### config.mk
export PLATFORM = sky130hd
export DESIGN_NAME = uart_stim_tx
export DESIGN_NICKNAME = d
export VERILOG_FILES = /design/src/rtl/uart_stim_tx.sv
export SDC_FILE = /design/constraint.sdc
export NUM_CORES = 1
export LEC_CHECK = 0
export BUFFER_PORTS_ARGS = -buffer_cell sky130_fd_sc_hd__buf_2
export CORE_MARGIN = 3
export CORE_UTILIZATION = 61
export DETAILED_ROUTE_END_ITERATION = 8
export GPL_ROUTABILITY_DRIVEN = 0
export PLACE_DENSITY = 0.78
export SLEW_MARGIN = 10
export SYNTH_ARGS = -nofsm -noshare
export SYNTH_HDL_FRONTEND = slang
export SYNTH_SLANG_ARGS = --single-unit
### constraint.sdc
create_clock -name clk -period 6.1 [get_ports clk]
set_input_delay 0.305 -clock clk [delete_from_list [all_inputs] [get_ports clk]]
set_output_delay 0.305 -clock clk [all_outputs]
set_load 0.02 [all_outputs]
### src/rtl/uart_stim_tx.sv
// Stimulus-side UART transmitter: a small byte FIFO feeding an 8-bit LSB-first
// async framer with optional parity and one or two stop bits.
module uart_stim_tx #(
  parameter int BAUD_DIV   = 868,
  parameter int FIFO_DEPTH = 16,
  parameter int PARITY     = 0,
  parameter int STOP_BITS  = 1
) (
  input  logic                          clk,
  input  logic                          rst_n,
  input  logic                          wr_valid,
  input  logic [7:0]                    wr_data,
  output logic                          wr_ready,
  output logic                          tx_o,
  output logic                          busy,
  output logic [$clog2(FIFO_DEPTH):0]   fifo_level,
  output logic                          frame_done,
  output logic                          overflow,
  input  logic                          overflow_clr
);

  localparam int AW = $clog2(FIFO_DEPTH);
  localparam int CW = $clog2(BAUD_DIV);
  localparam logic [CW-1:0] CNT_MAX  = CW'(BAUD_DIV - 1);
  localparam logic [2:0]    LAST_STP = 3'(STOP_BITS - 1);

  typedef enum logic [2:0] {IDLE, START, DATA, PAR, STOP} state_t;

  state_t        state;
  logic [CW-1:0] cnt;
  logic [2:0]    idx;
  logic [7:0]    shift;
  logic          par_r;

  logic [7:0]    mem [FIFO_DEPTH];
  logic [AW-1:0] wptr, rptr;
  logic [AW:0]   level;
  logic          full, push, pop, bit_end, last_stop;
  logic [7:0]    head;

  // Fullness comes from the registered level only, so a same-edge pop never frees a slot.
  assign full      = (level == (AW+1)'(FIFO_DEPTH));
  assign wr_ready  = !full;
  assign push      = wr_valid && !full;
  assign bit_end   = (cnt == '0);
  assign last_stop = (idx == LAST_STP);
  assign head      = mem[rptr];
  assign pop       = (level != '0) &&
                     ((state == IDLE) || (state == STOP && bit_end && last_stop));
  assign busy       = (state != IDLE) || (level != '0);
  assign fifo_level = level;

  always_ff @(posedge clk) begin
    if (push) mem[wptr] <= wr_data;
  end

  always_ff @(posedge clk or negedge rst_n) begin
    if (!rst_n) begin
      wptr     <= '0;
      rptr     <= '0;
      level    <= '0;
      overflow <= 1'b0;
    end else begin
      if (push) wptr <= wptr + 1'b1;
      if (pop)  rptr <= rptr + 1'b1;
      if (push && !pop)      level <= level + 1'b1;
      else if (!push && pop) level <= level - 1'b1;
      // A fresh overflow wins over a same-cycle clear.
      if (wr_valid && full)  overflow <= 1'b1;
      else if (overflow_clr) overflow <= 1'b0;
    end
  end

  always_ff @(posedge clk or negedge rst_n) begin
    if (!rst_n) begin
      state      <= IDLE;
      cnt        <= '0;
      idx        <= '0;
      shift      <= '0;
      par_r      <= 1'b0;
      tx_o       <= 1'b1;
      frame_done <= 1'b0;
    end else begin
      frame_done <= 1'b0;
      case (state)
        IDLE: begin
          tx_o <= 1'b1;
          if (pop) begin
            shift <= head;
            par_r <= (PARITY == 1) ? ~^head : ^head;
            cnt   <= CNT_MAX;
            tx_o  <= 1'b0;
            state <= START;
          end
        end
        START: begin
          if (bit_end) begin
            cnt   <= CNT_MAX;
            idx   <= '0;
            tx_o  <= shift[0];
            state <= DATA;
          end else cnt <= cnt - 1'b1;
        end
        DATA: begin
          if (bit_end) begin
            cnt <= CNT_MAX;
            if (idx == 3'd7) begin
              idx <= '0;
              if (PARITY != 0) begin
                tx_o  <= par_r;
                state <= PAR;
              end else begin
                tx_o  <= 1'b1;
                state <= STOP;
              end
            end else begin
              idx   <= idx + 1'b1;
              tx_o  <= shift[1];
              shift <= {1'b0, shift[7:1]};
            end
          end else cnt <= cnt - 1'b1;
        end
        PAR: begin
          if (bit_end) begin
            cnt   <= CNT_MAX;
            idx   <= '0;
            tx_o  <= 1'b1;
            state <= STOP;
          end else cnt <= cnt - 1'b1;
        end
        STOP: begin
          // Registered pulse lands on the final cycle of the last stop bit.
          if (last_stop && cnt == CW'(1)) frame_done <= 1'b1;
          if (bit_end) begin
            cnt <= CNT_MAX;
            if (!last_stop) begin
              idx <= idx + 1'b1;
            end else if (pop) begin
              shift <= head;
              par_r <= (PARITY == 1) ? ~^head : ^head;
              idx   <= '0;
              tx_o  <= 1'b0;
              state <= START;
            end else begin
              idx   <= '0;
              tx_o  <= 1'b1;
              state <= IDLE;
            end
          end else cnt <= cnt - 1'b1;
        end
        default: begin
          tx_o  <= 1'b1;
          state <= IDLE;
        end
      endcase
    end
  end

endmodule

=== After elaboration in Yosys (flattened, before gate mapping) ===
Memory sizes are Yosys's and may differ from the RTL's.
Cells that the tools add are included.

* Flip-flop bits (word level): 40
* Bits in writable memories: 128
* Input bits: 12
* Output and inout bits: 10
* Logic and storage cells: 103
* Memories: 1

* Add/sub/neg operators: 6
* Eq/ne operators: 16
* Mux-type cells: 40
* Reductions and logical operators: 30

{| class="wikitable"
|+ Memories
! memory !! depth !! width !! rd ports !! clocked after memory_dff !! write ports !! RTL line !! RTL
|-
| mem || 16 || 8 || 1 || 0 || 1 || 35 || <nowiki>logic [7:0] mem [FIFO_DEPTH];</nowiki>
|}

{| class="wikitable"
|+ Operator list
! kind !! count
|-
| two-way mux 8 bit || 5
|-
| two-way mux 3 bit || 12
|-
| one-hot mux 8 bit (3 select lines) || 1
|-
| two-way mux 10 bit || 2
|-
| one-hot mux 10 bit (2 select lines) || 1
|-
| inequality test 2 bit, second input constant || 8
|-
| one-hot mux 3 bit (5 select lines) || 1
|-
| two-way mux 1 bit || 14
|-
| == test 10 x 1 -> 1 bit, second input constant || 1
|-
| zero test 10 bit || 1
|-
| two-way mux 5 bit || 2
|-
| AND reduction 5 bit || 2
|-
| subtractor 10 x 1 -> 10 bit, second input constant || 1
|-
| one-hot mux 3 bit (3 select lines) || 1
|-
| nonzero test 3 bit || 3
|-
| adder 4 x 1 -> 4 bit, second input constant || 2
|-
| logical AND 1 bit || 8
|-
| AND reduction 7 bit || 1
|-
| == test 3 x 2 -> 1 bit, second input constant || 2
|-
| == test 3 bit, second input constant || 2
|-
| zero test 3 bit || 2
|-
| nonzero test 2 bit || 3
|-
| adder 5 x 1 -> 5 bit, second input constant || 1
|-
| == test 5 bit, second input constant || 1
|-
| other kinds (12) || 15
|}

=== Longest topological paths before layout ===
Gate-level depths: netlist (run 1).

* Depth after elaboration: 9
* Gate-level depth with buffers: 14
* Depth with buffers taken out: 14

=== Worst setup path after synthesis (run 1) ===
OpenSTA, ideal clock, no wires.

* Path kind: flip-flop to flip-flop
* From: register level[0] (netlist: fifo_level[0])
* To: register level[4] (netlist: fifo_level[4])
* Library setup time: 123 ps
* Arrival time: 2822 ps
* Required time: 5977 ps
* Setup slack: 3155 ps
* Stages on the path, launching flop included: 13
* Path buffers: 1
* Period minus slack after synthesis: 2945 ps
* Cells stage by stage: dfrtp_1 nor4_4 nand2_1 and2_1 buf_2 ha_1 inv_1 ha_1 a21o_1 a21oi_1 xnor2_1 nor2_1 xnor2_1

* Cells in the longest elaborated chain, start to end: 6
* Elaborated cells between the ends (all ways): 14
* Classes of those cells: 2 x add/sub; 1 x eq/ne; 2 x mux; 9 x reduce/logical

{| class="wikitable"
|+ Ends and longest elaborated chain
! item !! RTL line !! RTL
|-
| start, declared || 37 || <nowiki>logic [AW:0] level;</nowiki>
|-
| start signal, assigned || 66 || <nowiki>if (push && !pop) level <= level + 1'b1;</nowiki>
|-
| start signal, assigned || 67 || <nowiki>else if (!push && pop) level <= level - 1'b1;</nowiki>
|-
| == test 5 bit * || 42 || <nowiki>assign full = (level == (AW+1)'(FIFO_DEPTH));</nowiki>
|-
| zero test 1 bit * || - ||
|-
| via wr_ready || 13 || <nowiki>output logic wr_ready,</nowiki>
|-
| logical AND 1 bit * || 44 || <nowiki>assign push = wr_valid && !full;</nowiki>
|-
| via push || 38 || <nowiki>logic full, push, pop, bit_end, last_stop;</nowiki>
|-
| zero test 1 bit || 67 ||
|-
| logical AND 1 bit || 67 ||
|-
| nonzero test 2 bit (no source line) || - ||
|}

The timed path passes the listed nets; every way through them passes the cells marked *. The select of a mux whose other input is x is not followed.
A chain may end at the register's enable or synchronous reset.

=== Final worst setup path (run 1) ===
* From: register cnt[2]
* To: register level[4] (netlist: fifo_level[4])

* Cells in the longest elaborated chain, start to end: 8
* Elaborated cells between the ends (all ways): 10
* Classes of those cells: 1 x mux; 9 x reduce/logical

{| class="wikitable"
|+ Ends and longest elaborated chain
! item !! RTL line !! RTL
|-
| start, declared || 30 || <nowiki>logic [CW-1:0] cnt;</nowiki>
|-
| start signal, assigned || 102 || <nowiki>end else cnt <= cnt - 1'b1;</nowiki>
|-
| start signal, assigned || 121 || <nowiki>end else cnt <= cnt - 1'b1;</nowiki>
|-
| start signal, assigned || 129 || <nowiki>end else cnt <= cnt - 1'b1;</nowiki>
|-
| zero test 10 bit * || 45 || <nowiki>assign bit_end = (cnt == '0);</nowiki>
|-
| logical AND 1 bit * (2 in series) || 49 || <nowiki>((state == IDLE) || (state == STOP && bit_end && last_stop));</nowiki>
|-
| logical OR 1 bit * || 49 ||
|-
| logical AND 1 bit * || 48 || <nowiki>assign pop = (level != '0) &&</nowiki>
|-
| zero test 1 bit || 66 ||
|-
| logical AND 1 bit || 66 ||
|-
| two-way mux 5 bit or nonzero test 2 bit (tied branches) || - ||
|}

Every way passes the cells marked *; elsewhere a longest branch is shown, timed or not.

==> impl_metrics.ini, run 1 <==
[critical_path]
critical_path.endpoint_type = flop
path_max_fanout = 5
crit_required_ns = 6.41
reg2reg_from = cnt[2]
worstReg2RegEnd = fifo_level[4]
r2r_cells = 12
crit_type = flop to flop
rrSetupSlack_ns = 3.08
setup.worst_path.start = cnt[2]
endpoint = fifo_level[4]
start_kind = flop
arrival_ns = 3.33

[synth]
synth_area_leader_cell = edfxtp_1
syn_area_sq_um = 7280
synth-seq-cells = 168
synthFlopType = edfxtp_1
yosys_warnings = 0
ys_types = 56
async_reset_ff_share_pct = 23.8
ys_seq_area_share_pct = 66.5
syn_area_per_cell_sq_um = 16.1
yosys-top-cells-area = edfxtp_1, dfrtp_1, mux4_2
syn_nets = 481
synth_top_area_share_pct = 52.8
synth_edf_count = 128
syn_inst = 453

[sta]
fin_crit_ns = 3.02
hold_slack_ns = -0.000706
period_share_pct = 49.5
rsz0062_at_grt = no
final-setup-viol-count = 0
fin_worst_skew_ns = 0.00879
max_slew_margin_pct = 38.3
hold_viol_final = 2
maxSlewViolCount = 0
fin_tns_setup_ns = 0
max_freq_ghz = 0.331
tightest_slew_ns = 0.921

[pwr]
p_comb_share_pct = 12.8
total_power_w = 0.00272
power_density_nw_per_um2 = 341
p_sw_w = 0.000714
clock_power_share_pct = 34.8
internal_power_w = 0.00201
p_leak_nw = 2.84
seq_power_share_pct = 52.4
switching_share_pct = 26.3
peakVddDrop_uv = 216

[clock_network]
cts_buffers = 17
clk_path_buf_depth = 2
cts_tree = yes
postCtsSetupBuffers = 0
cts_max_level = 4
cts_num_sinks = 168
clock_latency_ns = 0.42
cts_hold_buf = 0
post_cts_resized = 0
clock-root-buffer = clkbuf_16
path_clk_slew_ns = 0.06

[detailed_routing]
drtIter0Drc = 364
wire_per_inst_um = 21.8
viasPerCell = 6.17
first_pass_iters = 7
num_vias = 3917
drt_wl_total_um = 13900
drc_errors = 0
ant_nets = 0

[hold_path]
hold_class = input pin to asynchronous set/reset pin

[status]
status = finished with violations
violations = negative hold slack

[placement]
dp_cells = 603
dpl.hpwl_um = 8840
placed_cell_area_sq_um = 7470
port_buffers = 21

[global_routing]
grt_max_degree = 41
grt_overflow = 0
track_usage_pct = 23.0
grt_pass1_vias = 3956
antenna_found_initial = 0
grt_pass1_wl_um = 22200

[finish]
nets = 507
drive_above_1_share_pct = 19.5
antenna_cells = 0
final_area_sq_um = 7990
area_growth_pct = 9.69
stdcell_count = 635

[job]
drv_cap = 0

[die]
start_util_pct = 63.0
placementRows = 39
fp.dieH_um = 115
core_region_area_sq_um = 11600
dieArea_sq_um = 13300
ios = 22
die_w_um = 115
[cell families (layout without fill, tap and decap cells)]
| family | count (synthesis) | count (layout) | share of synthesized area (%) |
|---|---|---|---|
| flops | 168 | 168 | 66.5 |
| simple gates | 97 | 97 | 6.67 |
| compound gates | 69 | 69 | 6.58 |
| mux | 43 | 43 | 12.0 |
| buf+inv | 41 | 80 | 3.04 |
| xor+xnor | 19 | 19 | 2.29 |
| fa+ha+maj | 16 | 16 | 2.85 |
[registers in the layout (all words and copies together) (netlist names)]
signal	count
idx	3
fifo_level	5
mem	128
shift	8
tx_o	1
overflow	1
wptr	4
state	3
frame_done	1
rptr	4
cnt	10
[critical path, cell delays in order, from the launching register on]
cell,delay [ns]
dfrtp_1,0.43
nor4_2,0.50
nand4_1,0.23
a21oi_2,0.28
inv_2,0.10
ha_1,0.21
inv_1,0.14
ha_1,0.29
a21o_1,0.20
a21oi_1,0.18
xnor2_1,0.14
nor2_1,0.06
xnor2_1,0.13
[cell type report]
class,instances,area [sq um]
Clock buffer,21,440
Sequential cell,168,4850
Multi-Input combinational cell,244,2210
Timing Repair Buffer,28,158
Tap cell,143,179
Clock inverter,11,73.8
Inverter,20,75.1
Fill cell,756,3580
[through the flow]
| step | worst slack (ns) | utilization, % |
|---|---|---|
| after floorplan | 3.15 | - |
| after global placement | 3.20 | 64.6 |
| after detailed placement | 3.13 | 64.6 |
| after CTS | 3.09 | 69.1 |
| after global routing | 2.83 | 69.1 |
| final | 3.08 | 69.1 |
[routing by layer]
layer  wire length (um)  global-route usage [%]  up-vias
li1                   -                       -     1780
met1               6120                    32.9     2009
met2               6880                    35.6      113
met3                676                    5.53       15
met4                189                    7.36        0
met5                  0                       0        -
[power by group through the flow]
stage	logic (W)	registers, W	clock network, W
after CTS	0.000353	0.00143	0.000954
after global routing	0.000386	0.00144	0.00100
final	0.000348	0.00143	0.000947
after floorplan	0.000228	0.00144	0
after detailed placement	0.000348	0.00145	0
after global placement	0.000334	0.00144	0
[cells in the final DEF, fill, tap and decap left out, types with 4 or more instances in the layout]
cell	n
edfxtp_1	128
dfrtp_1	38
nand2_1	31
nor2_1	26
mux4_2	25
buf_2	21
a21oi_1	20
inv_1	19
clkbuf_16	17
a22oi_1	15
ha_1	15
o21ai_0	14
xnor2_1	12
nor3_1	8
mux4_1	8
mux2i_1	8
xor2_1	7
buf_4	7
nand2b_1	4
nand3_1	4
clkbuf_1	4
[how the worst min path moves through the flow]
stage | endpoint | from | slack [ns] | cells past startpoint
after floorplan | cnt[0] | rst_n | 0.009 | 0
after global placement | cnt[4] | rst_n | 0.47 | 1
after detailed placement | cnt[4] | rst_n | 0.48 | 1
after CTS | cnt[4] | rst_n | 0.04 | 1
after global routing | frame_done | rst_n | 0.08 | 1
final | frame_done | rst_n | -0.0007 | 1
[cell usage after synthesis, types with 3 or more instances]
master,n
o21ai_1,3
nand4_1,3
mux2i_1,8
mux4_1,8
a21oi_1,20
buf_4,4
o21a_1,3
nand2b_1,4
buf_2,5
a21oi_2,3
nor3_1,8
edfxtp_1,128
ha_1,15
clkbuf_1,4
inv_1,19
nand2_1,31
nand3_1,4
o21ai_0,14
buf_6,4
and2_1,3
nor2_1,26
xnor2_1,12
buf_1,3
xor2_1,7
mux4_2,25
dfrtp_1,39
nor4_1,3
a22oi_1,15
(Power assumes the default switching activity.)
==> inputs of run 2 (changes only) <==
CORE_UTILIZATION = 56   (was 61)
PLACE_DENSITY = 0.76   (was 0.78)
clock period = 2.5 ns   (was 6.1 ns; I/O delays follow)
==> impl_metrics.ini, run 2 (same netlist as run 1, synthesis figures left out) <==
[hold_path]
hold_class = input pin to flop

[sta]
maxSlewViolCount = 0
fin_tns_setup_ns = 0
rsz0062_at_grt = yes
max_slew_margin_pct = 40.4
final-setup-viol-count = 0
tightest_slew_ns = 0.894
fin_worst_skew_ns = 0.0120
max_freq_ghz = 0.408
fin_crit_ns = 2.45
period_share_pct = 98.0
hold_viol_final = 0
hold_slack_ns = 0.0679

[finish]
stdcell_count = 700
regMostFlops = mem
top_regs = mem (128), cnt (10), shift (8)
largest_reg_flops = 128
final_core_util_pct = 66.9
area_growth_pct = 16.4
layout_commonest_cell = edfxtp_1
nets = 542
drive_above_1_share_pct = 27.7
layout_common_cells = edfxtp_1, buf_4, dfrtp_1, nand2_1, nor2_1

[die]
ios = 22
start_util_pct = 57.5
fp.dieH_um = 120
placementRows = 41
dieArea_sq_um = 14400
core_region_area_sq_um = 12700
die_w_um = 120

[critical_path]
crit_required_ns = 2.82
cpLargestDelayFamily = simple AND/OR/NAND/NOR gates
slowest_delay_ns = 0.40
crit_buf_inv = 2
path_max_fanout = 4
critPathSlowestCell = dfrtp_1
crit_type = flop to flop
arrival_ns = 2.78
critical_path.endpoint_type = flop
crit_chain = nor4_2, nand4_1, a21oi_2, inv_2, ha_4, inv_4, ha_4, a21o_1, a21oi_2, xnor2_1, nor2_1, xnor2_1
start_kind = flop

[status]
status = completed

[pwr]
peakVddDrop_uv = 713
p_leak_nw = 3.09
switching_share_pct = 25.3
seq_power_share_pct = 49.0
internal_power_w = 0.00530
p_comb_share_pct = 13.9
clock_power_share_pct = 37.1
p_sw_w = 0.00179
power_density_nw_per_um2 = 837

[clock_network]
path_clk_slew_ns = 0.07
cts_num_sinks = 168
cts_tree = yes
clock_latency_ns = 0.44
cts_buffers = 17
cts_max_level = 4
clock-root-buffer = clkbuf_16
clk_path_buf_depth = 2

[placement]
dpl.hpwl_um = 8890
port_buffers = 21
dp_cells = 658

[detailed_routing]
drc_errors = 0
wire_per_inst_um = 20.1
viasPerCell = 5.78
first_pass_iters = 4
drtIter0Drc = 313
ant_nets = 0
num_vias = 4045
drt_wl_total_um = 14100

[job]
drv_cap = 0

[global_routing]
track_usage_pct = 21.7
grt_overflow = 0
grt_pass1_vias = 4198
antenna_found_initial = 0
grt_pass1_wl_um = 23300
grt_max_degree = 41
-- run 2: path summary, 6_finish.rpt --
kind | to | depth (start not counted) | from | slack, ns
setup reg to reg | fifo_level[4] | 12 | cnt[7] | 0.05
hold reg to reg | tx_o | 1 | tx_o | 0.53
min in group asynchronous | shift[7] | 2 | rst_n | 0.35
setup / recovery | fifo_level[4] | 12 | cnt[7] | 0.05
hold / removal | mem[1][3] | 1 | wr_data[3] | 0.07
max in group asynchronous | rptr[0] | 2 | rst_n | 1.53
-- run 2: power groups by stage --
stage / sequential [W] / combinational [W] / clock (W)
2_1_floorplan: 0.00353 / 0.000591 / 0
3_3_place_gp: 0.00351 / 0.000909 / 0
3_5_place_dp: 0.00353 / 0.000935 / 0
4_1_cts: 0.00348 / 0.000961 / 0.00268
5_1_grt: 0.00350 / 0.00109 / 0.00280
6_report: 0.00348 / 0.000987 / 0.00263
-- run 2: area by class of cell --
| cell class | instances | area, sq um |
|---|---|---|
| Multi-Input combinational cell | 244 | 2280 |
| Clock buffer | 17 | 425 |
| Sequential cell | 168 | 4850 |
| Clock inverter | 15 | 171 |
| Timing Repair Buffer | 63 | 453 |
| Inverter | 20 | 77.6 |
| Antenna cell | 1 | 2.50 |
| Tap cell | 172 | 215 |
| Fill cell | 837 | 4200 |
-- run 2: through the flow --
step	power [W]	worst slack (ns)	area (sq um)
5_1_grt	0.00740	-0.106	8470
4_1_cts	0.00712	0.0212	8400
3_5_place_dp	0.00447	0.0424	7770
2_1_floorplan	0.00412	-0.0590	7330
6_report	0.00710	0.0488	8480
3_3_place_gp	0.00442	0.0685	7770
-- run 2: repair_timing --
action | in CTS | in global routing
gates resized for setup | 0 | 8
endpoints found under the setup margin | 0 | 3
endpoints found under the hold margin | 40 | 0
buffers inserted | 0 | 6
hold buffers | 3 | 0
-- run 2: metal layers --
metal	share of wire (%)	vias up	wire (um)	global-route usage [%]
li1	-	1855	-	-
met1	42	2063	5910	29.8
met2	51	112	7170	34.3
met3	5.9	15	830	4.57
met4	1.3	0	183	8.59
met5	0	-	0	0
==> inputs of run 3 (changes only) <==
==> constraint.sdc (replaced) <==
create_clock -name clk -period 2.5 [get_ports clk]
set_input_delay 0.125 -clock clk [delete_from_list [all_inputs] [get_ports clk]]
set_output_delay 0.125 -clock clk [all_outputs]
set_load 0.05 [all_outputs]
==> impl_metrics.ini, run 3 (same netlist as run 1, synthesis figures left out) <==
[sta]
max_freq_ghz = 0.417
final-setup-viol-count = 0
max_slew_margin_pct = 39.3
maxSlewViolCount = 0
fin_tns_setup_ns = 0
fin_worst_skew_ns = 0.00865
hold_viol_final = 0
period_share_pct = 95.8
fin_crit_ns = 2.40
tightest_slew_ns = 0.910
hold_slack_ns = 0.0799

[clock_network]
clock-root-buffer = clkbuf_16
cts_max_level = 4
cts_tree = yes
clock_latency_ns = 0.42
cts_buffers = 17
path_clk_slew_ns = 0.06
clk_path_buf_depth = 2
cts_num_sinks = 168

[pwr]
p_leak_nw = 3.05
peakVddDrop_uv = 571
power_density_nw_per_um2 = 817

[die]
dieArea_sq_um = 14400
ios = 22
start_util_pct = 57.5
core_region_area_sq_um = 12700
die_w_um = 120
fp.dieH_um = 120
placementRows = 41

[detailed_routing]
viasPerCell = 5.76
first_pass_iters = 4
drc_errors = 0
num_vias = 4030
ant_nets = 0
wl_met2_um = 7350
drt_wl_total_um = 14000
wire_per_inst_um = 20.0
wl_met1_um = 5830
met3WireLength_um = 594
drtIter0Drc = 358
routed.top_layer = met4

[critical_path]
start_kind = flop
crit_required_ns = 2.80
arrival_ns = 2.69
critical_path.endpoint_type = flop
crit_type = flop to flop
path_max_fanout = 4

[finish]
drive_above_1_share_pct = 27.8
layout_common_cells = edfxtp_1, buf_4, dfrtp_1, nand2_1, nor2_1
area_growth_pct = 15.6
nets = 543
top_regs = mem (128), cnt (10), shift (8)
antenna_cells = 0
layout_commonest_cell = edfxtp_1
regMostFlops = mem
largest_reg_flops = 128

[global_routing]
grt_pass1_vias = 4123
grt_max_degree = 41
grt_pass1_wl_um = 22600
track_usage_pct = 21.0
grt_overflow = 0
antenna_found_initial = 0

[placement]
dpl.hpwl_um = 8960
port_buffers = 21

[job]
drv_cap = 0

[status]
status = completed

[hold_path]
hold_class = input pin to flop
==> run 3: worst paths after layout <==
kind	start	end	slack [ns]	cells after the start
worst max-delay path	idx[1]	fifo_level[3]	0.10	13
worst min-delay path	wr_data[7]	mem[6][7]	0.08	1
worst max register to register	idx[1]	fifo_level[3]	0.10	13
worst min register to register	shift[2]	shift[2]	0.53	2
max in group asynchronous	rst_n	fifo_level[2]	1.49	2
min in group asynchronous	rst_n	shift[2]	0.38	2
==> run 3: cell type report <==
type | instances | area [sq um]
clock inverters | 11 | 77.6
flip-flops and latches | 168 | 4850
multi-input cells | 244 | 2290
clock buffers | 21 | 440
well taps | 172 | 215
repair buffers | 64 | 460
inverters | 20 | 77.6
fillers | 840 | 4250
==> run 3: where the power goes <==
| group | switching (W) | internal (W) |
|---|---|---|
| Combinational | 0.000672 | 0.000431 |
| Sequential | 0.000175 | 0.00331 |
| Clock | 0.00102 | 0.00127 |
==> run 3: per-layer routing <==
layer | GRT usage (%) | vias up
met4 | 8.59 | 0
met5 | 0 | -
met1 | 28.2 | 2058
met3 | 4.19 | 21
li1 | - | 1855
met2 | 34.1 | 96
==> run 3: through the flow <==
stage,setup slack (ns),power (W),area (sq um),cells,utilization [%]
after floorplan,-0.210,0.00424,7340,453,-
after global placement,0.0908,0.00452,7790,659,61.4
after detailed placement,-0.00726,0.00460,7790,659,61.4
after CTS,0.000590,0.00691,8340,695,65.8
after global routing,-0.00868,0.00716,8420,700,66.4
final,0.104,0.00688,8420,700,66.4
==> run 3: worst max-delay path: stages (launching register included) <==
cell and delay, ns:
dfrtp_1 0.41, inv_2 0.09, ha_4 0.14, nor2b_4 0.14, nand4_1 0.16, a21oi_2 0.22, inv_2 0.07, ha_4 0.17
inv_4 0.07, ha_1 0.22, a21o_1 0.19, a21oi_2 0.15, xor2_1 0.16, o21ai_0 0.09
==> run 3: timing repair <==
item | 4_1_cts | 5_1_grt
endpoints found under the setup margin | 2 | 3
endpoints found under the hold margin | 40 | 0
hold buffers | 3 | 0
gates resized for setup | 0 | 9
setup buffers | 1 | 5
pin swaps | 2 | 4
